`config.mk`:
```
export PLATFORM = sky130hd
export DESIGN_NAME = fifo_drain_arbiter_flat
export DESIGN_NICKNAME = d
export VERILOG_FILES = /design/src/rtl/fifo_drain_arbiter_if.sv /design/src/rtl/fifo_drain_arbiter.sv /design/src/flat_wrapper.sv
export SDC_FILE = /design/constraint.sdc
export NUM_CORES = 1
export LEC_CHECK = 0
export BUFFER_PORTS_ARGS = -buffer_cell sky130_fd_sc_hd__buf_2
export CAP_MARGIN = 20
export CORE_UTILIZATION = 25
export DETAILED_ROUTE_END_ITERATION = 12
export GPL_ROUTABILITY_DRIVEN = 1
export PLACE_DENSITY_LB_ADDON = 0.05
export SYNTH_ARGS = -nofsm -noshare
export SYNTH_HDL_FRONTEND = slang
export SYNTH_SLANG_ARGS = --single-unit
```
`constraint.sdc`:
```
create_clock -name clk_i -period 2.9 [get_ports clk_i]
set_input_delay 0.29 -clock clk_i [delete_from_list [all_inputs] [get_ports clk_i]]
set_output_delay 0.29 -clock clk_i [all_outputs]
set_load 0.05 [all_outputs]
```
`src/rtl/fifo_drain_arbiter_if.sv`:
```
// fifo_drain_arbiter_if: source-FIFO pop channel and downstream valid/ready channel of the drain arbiter
//   src_empty/src_error/src_pop_data : per-source FIFO status and POP_DATA (source i at [i*DATA_WIDTH +: DATA_WIDTH])
//   src_pop_req                      : one-hot-or-zero pop strobe towards the FIFOs
//   out_valid/out_ready              : downstream handshake
//   out_data/out_src_id/out_last     : output word, its source index, last-of-burst flag
interface fifo_drain_arbiter_if #(
  parameter int N_SRC      = 4,
  parameter int DATA_WIDTH = 32
);
  logic [N_SRC-1:0]            src_empty;
  logic [N_SRC-1:0]            src_error;
  logic [N_SRC*DATA_WIDTH-1:0] src_pop_data;
  logic [N_SRC-1:0]            src_pop_req;
  logic                        out_valid;
  logic                        out_ready;
  logic [DATA_WIDTH-1:0]       out_data;
  logic [2:0]                  out_src_id;
  logic                        out_last;
  modport master (
    input  src_empty, src_error, src_pop_data, out_ready,
    output src_pop_req, out_valid, out_data, out_src_id, out_last
  );
  modport slave (
    output src_empty, src_error, src_pop_data, out_ready,
    input  src_pop_req, out_valid, out_data, out_src_id, out_last
  );
endinterface

```
`src/rtl/fifo_drain_arbiter.sv`:
```
// fifo_drain_arbiter: round-robin burst drain of N_SRC FIFOs into one valid/ready channel via a 2-entry tagged buffer
//   clk_i/nreset_i : clock, synchronous active-low reset
//   enable_i       : 1 = grants allowed, 0 = end current grant
//   bus            : FIFO pop channel and downstream channel (master side)
//   grant_id_o     : current or most recently granted source
//   err_sticky_o   : any source error or pop-on-empty seen since reset
module fifo_drain_arbiter #(
  parameter int N_SRC      = 4,
  parameter int DATA_WIDTH = 32,
  parameter int BURST      = 8
) (
  input  logic                 clk_i,
  input  logic                 nreset_i,
  input  logic                 enable_i,
  fifo_drain_arbiter_if.master bus,
  output logic [2:0]           grant_id_o,
  output logic                 err_sticky_o
);
  typedef enum logic {S_IDLE, S_BURST} state_t;
  state_t                state_q, state_d;
  logic [2:0]            grant_q, grant_d, next_src, cap_id_q;
  logic [7:0]            cnt_q, cnt_d;
  logic                  infl_q, cap_last_q, rd_q, wr_q, err_q;
  logic                  pop, hs, g_empty, last_pop;
  logic [1:0]            occ_q, credit;
  logic [DATA_WIDTH-1:0] cap_data;
  logic [DATA_WIDTH-1:0] data_q [2];
  logic [2:0]            id_q [2];
  logic [1:0]            last_q;
  logic [N_SRC-1:0]      pop_req;
  // descending k so the nearest non-empty source after grant_q wins
  always_comb begin
    g_empty  = 1'b1;
    cap_data = '0;
    next_src = grant_q;
    pop_req  = '0;
    for (int i = 0; i < N_SRC; i++) begin
      if (grant_q == 3'(i)) g_empty = bus.src_empty[i];
      if (cap_id_q == 3'(i)) cap_data = bus.src_pop_data[i*DATA_WIDTH +: DATA_WIDTH];
      pop_req[i] = pop && grant_q == 3'(i);
    end
    for (int k = N_SRC; k >= 1; k--)
      for (int i = 0; i < N_SRC; i++)
        if ((int'(grant_q) + k) % N_SRC == i && !bus.src_empty[i]) next_src = 3'(i);
  end
  // a pop may fill the last free slot only if the head leaves in the same cycle
  assign credit   = occ_q + 2'(infl_q);
  assign hs       = bus.out_valid && bus.out_ready;
  assign last_pop = cnt_q == 8'(BURST - 1);
  assign pop      = state_q == S_BURST && enable_i && !g_empty && (credit < 2'd2 || (credit == 2'd2 && hs));
  always_comb begin
    state_d = state_q;
    grant_d = grant_q;
    cnt_d   = cnt_q;
    if (state_q == S_IDLE) begin
      if (enable_i && !(&bus.src_empty)) begin
        state_d = S_BURST;
        grant_d = next_src;
        cnt_d   = '0;
      end
    end else begin
      cnt_d = cnt_q + 8'(pop);
      if (!enable_i || g_empty || (pop && last_pop)) state_d = S_IDLE;
    end
  end
  always_ff @(posedge clk_i) begin
    if (!nreset_i) begin
      state_q    <= S_IDLE;
      grant_q    <= 3'(N_SRC - 1);
      cnt_q      <= '0;
      infl_q     <= 1'b0;
      cap_id_q   <= '0;
      cap_last_q <= 1'b0;
      occ_q      <= '0;
      rd_q       <= 1'b0;
      wr_q       <= 1'b0;
      err_q      <= 1'b0;
      data_q[0]  <= '0;
      data_q[1]  <= '0;
      id_q[0]    <= '0;
      id_q[1]    <= '0;
      last_q     <= '0;
    end else begin
      state_q    <= state_d;
      grant_q    <= grant_d;
      cnt_q      <= cnt_d;
      infl_q     <= pop;
      cap_id_q   <= grant_q;
      cap_last_q <= pop && last_pop;
      occ_q      <= occ_q + 2'(infl_q) - 2'(hs);
      rd_q       <= rd_q ^ hs;
      wr_q       <= wr_q ^ infl_q;
      if (infl_q) begin
        data_q[wr_q] <= cap_data;
        id_q[wr_q]   <= cap_id_q;
        last_q[wr_q] <= cap_last_q;
      end
      err_q <= err_q | (|bus.src_error) | (|(pop_req & bus.src_empty));
    end
  end
  assign bus.src_pop_req = pop_req;
  assign bus.out_valid   = occ_q != 2'd0;
  assign bus.out_data    = data_q[rd_q];
  assign bus.out_src_id  = id_q[rd_q];
  assign bus.out_last    = last_q[rd_q];
  assign grant_id_o      = grant_q;
  assign err_sticky_o    = err_q;
endmodule

```
`src/flat_wrapper.sv`:
```
// flat-port wrapper written by rule: the top's interface ports become plain ports
module fifo_drain_arbiter_flat 
#(
  parameter int N_SRC      = 4,
  parameter int DATA_WIDTH = 32,
  parameter int BURST      = 8
)
  (clk_i, nreset_i, enable_i, grant_id_o, err_sticky_o, bus_src_empty, bus_src_error, bus_src_pop_data, bus_out_ready, bus_src_pop_req, bus_out_valid, bus_out_data, bus_out_src_id, bus_out_last);
  fifo_drain_arbiter_if #(.N_SRC(N_SRC), .DATA_WIDTH(DATA_WIDTH)) bus_i ();
  input  logic clk_i;
  input  logic nreset_i;
  input  logic enable_i;
  output logic [2:0] grant_id_o;
  output logic err_sticky_o;
  input wire logic [$bits(bus_i.src_empty)-1:0] bus_src_empty;
  input wire logic [$bits(bus_i.src_error)-1:0] bus_src_error;
  input wire logic [$bits(bus_i.src_pop_data)-1:0] bus_src_pop_data;
  input wire logic [$bits(bus_i.out_ready)-1:0] bus_out_ready;
  output wire logic [$bits(bus_i.src_pop_req)-1:0] bus_src_pop_req;
  output wire logic [$bits(bus_i.out_valid)-1:0] bus_out_valid;
  output wire logic [$bits(bus_i.out_data)-1:0] bus_out_data;
  output wire logic [$bits(bus_i.out_src_id)-1:0] bus_out_src_id;
  output wire logic [$bits(bus_i.out_last)-1:0] bus_out_last;
  assign bus_i.src_empty = bus_src_empty;
  assign bus_i.src_error = bus_src_error;
  assign bus_i.src_pop_data = bus_src_pop_data;
  assign bus_i.out_ready = bus_out_ready;
  assign bus_src_pop_req = bus_i.src_pop_req;
  assign bus_out_valid = bus_i.out_valid;
  assign bus_out_data = bus_i.out_data;
  assign bus_out_src_id = bus_i.out_src_id;
  assign bus_out_last = bus_i.out_last;
  fifo_drain_arbiter #(.N_SRC(N_SRC), .DATA_WIDTH(DATA_WIDTH), .BURST(BURST)) u_core (.clk_i(clk_i), .nreset_i(nreset_i), .enable_i(enable_i), .bus(bus_i), .grant_id_o(grant_id_o), .err_sticky_o(err_sticky_o));
endmodule
```
==> results.py <==
metrics = {
    "outcome": {
        "status": "finished clean",
    },
    "cells_and_area": {
        "drive_gt1_frac": 0.528,
        "syn2layout_area_growth_pct": 31.0,
        "finalNetCount": 679,
        "utilization": 0.338,
        "antenna-diode-count": 0,
    },
    "clocking": {
        "cts_made_buffers": 9,
        "clk_transition_reported_paths_ns": 0.07,
        "cts_buffer_depth": 2,
        "clockRootBuffer": "clkbuf_16",
        "tritoncts": "yes",
        "numClockSinks": 91,
        "cts_htree_levels": 3,
        "clock_insertion_delay_worst_skew_ns": 0.35,
    },
    "timing": {
        "tns_ns": 0,
        "final.setup.worst_slack_ns": 0.317,
        "max_freq_ghz": 0.387,
        "worst_slew_pin_slew_ns": 0.607,
        "fin_skew_ns": 0.00875,
        "grt_setup_unrepaired": "no",
        "post-route-period-util": 0.891,
        "timing.final.crit_period_ns": 2.58,
        "timing.max_slew.rel_slack": 0.594,
        "setup_violations": 0,
        "final_hold_viol_count": 0,
        "whs_ns": 0.220,
        "timing.final.max_slew_violations": 0,
    },
    "synth": {
        "post_synth_num_cell_types": 45,
        "synth.top_cells.by_area": "edfxtp_1 42%, mux4_2 15%, nor2b_1 9.8%, dfxtp_1 9.5%, mux2_2 8.1%",
        "synth_top_cells_by_count": "76 x nor2b_1, 68 x edfxtp_1, 35 x mux2_2, 33 x mux4_2, 23 x dfxtp_1",
        "synth_edf_count": 68,
        "post-synth-top-count-cell": "nor2b_1",
        "synth_seq_cells": 91,
        "netlist_area_um2": 4870,
        "syn-instance-count": 357,
        "yosysSeqAreaShare": 0.514,
        "largest_area_contributor_in_the_netlist": "edfxtp_1",
        "most_used_flip_flop_cell_after_synthesis": "edfxtp_1",
        "synth_async_reset_ratio": 0,
        "yosys_synthesis_warning_count": 0,
        "synth_top_cell_area_share": 0.419,
        "synth.avg_cell_area_um2": 13.6,
    },
    "critical_path": {
        "worst-endpoint-required_ns": 3.14,
        "worst-path-max-fanout": 7,
        "worstReg2RegStart": "u_core.infl_q",
        "critPathMostFrequentCell": "ha_1",
        "worst-r2r-setup-slack_ns": 0.32,
        "reg2regPathDepth": 10,
        "endpoint_arrival_time_on_the_critical_path_ns": 2.83,
        "cp_cell_sequence": "ha_1, and3b_1, o22ai_1, nor3_4, ha_1, ha_1, nand4_1, or2_0, and3_1, o21a_1",
        "worstSetupPathType": "flip-flop to flip-flop",
        "setup.worst_path.end_class": "flip-flop",
        "r2r_end": "u_core.cnt_q[6]",
        "cp_slowest_stage_delay_ns": 0.45,
        "critical_path.startpoint_type": "flip-flop",
        "crit_path_top_delay_cell": "dfxtp_1",
        "setup.worst_path.start": "u_core.infl_q",
    },
    "floorplan": {
        "height_of_the_die_um": 142,
        "floorplan_row_count": 50,
        "boundaryPins": 185,
        "die_area_um2": 20000,
        "core_area_um2": 18900,
        "die_width_um": 142,
        "initial_core_util": 0.258,
    },
    "route": {
        "via_count_normalized_by_instance_count": 4.33,
        "detail-route-antenna-nets": 0,
        "via_count": 3455,
        "detailedRoute.firstPassIterationCount": 4,
        "wl_per_cell_um": 15.3,
        "detail_route.iter0.violations": 111,
        "routed_wirelength_um": 12200,
        "drt_drc_violations_left": 0,
    },
    "flow_run": {
        "max_cap_viol": 0,
    },
    "hold_path": {
        "hold-path-endpoint": "u_core.err_sticky_o",
        "hold_path_startpoint": "bus_src_error[2]",
        "min_delay_path_depth": 3,
        "hold_path_class": "input port to flip-flop",
    },
    "global_routing": {
        "grt_overflow": 0,
        "grt_max_degree": 35,
        "grt_first_pass_wirelength_um": 18500,
        "grt_antenna_before_repair": 0,
        "grt.total_usage": 0.125,
        "first_global_vias": 3579,
    },
    "power_and_ir_drop": {
        "power.static_leakage_nw": 2.57,
        "max-vdd-ir-drop_uv": 272,
        "power_density_nw_per_um2": 606,
    },
    "placement": {
        "buffer_ports.inserted": 182,
        "final_weighted_congestion_of_routability_driven_global_placement": 0.674,
        "place_hpwl_um": 8400,
        "detailedPlace.worstSlack_ns": 0.249,
    },
}
-- cells by family after synthesis --
family                     share of synthesized area
xor gates and xnor gates                     0.00899
muxes                                          0.238
and+or+nand+nor                                0.168
other                                       0.000770
DFF                                            0.514
AOI/OAI and AO/OA                             0.0257
adders and majority gates                     0.0154
buffers and inverters                         0.0298
-- through the flow --
step | cell area, um^2 | cells | power, mW
floorplan | 4870 | 358 | 2.46
global placement | 6100 | 782 | 2.80
detailed placement | 6100 | 782 | 2.80
CTS | 6380 | 798 | 3.94
global route | 6380 | 798 | 4.05
finish | 6380 | 798 | 3.86
-- registers in the layout (all words and copies together) (netlist names), named ones only --
name                 flops
u_core.data_q           64
u_core.err_sticky_o      1
u_core.occ_q             2
u_core.cnt_q             8
u_core.state_q           1
u_core.last_q            2
u_core.wr_q              1
u_core.cap_id_q          2
u_core.infl_q            1
u_core.cap_last_q        1
u_core.rd_q              1
u_core.grant_id_o        2
u_core.id_q              4
-- report_power, final --
part | total, mW | internal, mW | switching (mW) | leakage [nW]
registers | 1.54 | 1.46 | 0.0784 | 0.890
clock network | 1.12 | 0.605 | 0.518 | 0.142
logic | 1.20 | 0.485 | 0.715 | 1.54
total | 3.86 | 2.55 | 1.31 | 2.57
-- how the worst max path moves through the flow --
stage	end	cells after the start
global route	u_core.cnt_q[6]	10
global placement	u_core.cnt_q[6]	10
CTS	u_core.cnt_q[6]	10
detailed placement	u_core.cnt_q[6]	10
finish	u_core.cnt_q[6]	10
floorplan	u_core.cnt_q[6]	9
-- timing repair --
item / CTS / global route
endpoints found under the setup margin: 0 / 1
resized for setup: 0 / 1
endpoints found under the hold margin: 0 / 0
buffers inserted: 0 / 0
hold buffers: 0 / 0
-- critical path: cells and delay by family (launching register included) --
| kind | cells | cell delay [ns] |
|---|---|---|
| AO/OA/AOI/OAI | 2 | 0.31 |
| adder cells (fa/ha/maj) | 3 | 0.69 |
| AND/OR/NAND/NOR | 5 | 1.03 |
| flip-flops | 1 | 0.45 |
-- placed cells by master, fill, tap and decap left out, types with 4 or more instances in the layout --
master	count
edfxtp_1	68
xnor2_1	4
ha_1	6
and2_1	7
mux4_2	33
clkbuf_16	9
nor2b_1	76
mux2_2	35
buf_4	5
nor2_1	11
buf_2	182
inv_1	4
dfxtp_1	19
o21a_1	4
and3_1	6
nand2_1	10
dfxtp_2	4
-- layer usage --
metal,routed length [um],part of all wire,global-route usage,vias to the layer above
met5,0,0,0,-
met3,659,0.054,0.0256,12
met4,236,0.019,0.0611,0
li1,-,-,-,1672
met2,5930,0.49,0.216,110
met1,5360,0.44,0.148,1661
-- layout make-up --
class                      count  area, um^2
sequential                    91        2510
clock buffer                  10         239
clock inverter                 6        41.3
timing repair buffer         190        1010
fill                        1924       12500
tap                          260         325
inverter                       4        15.0
multi-input combinational    237        2240
(Power assumes the default switching activity.)
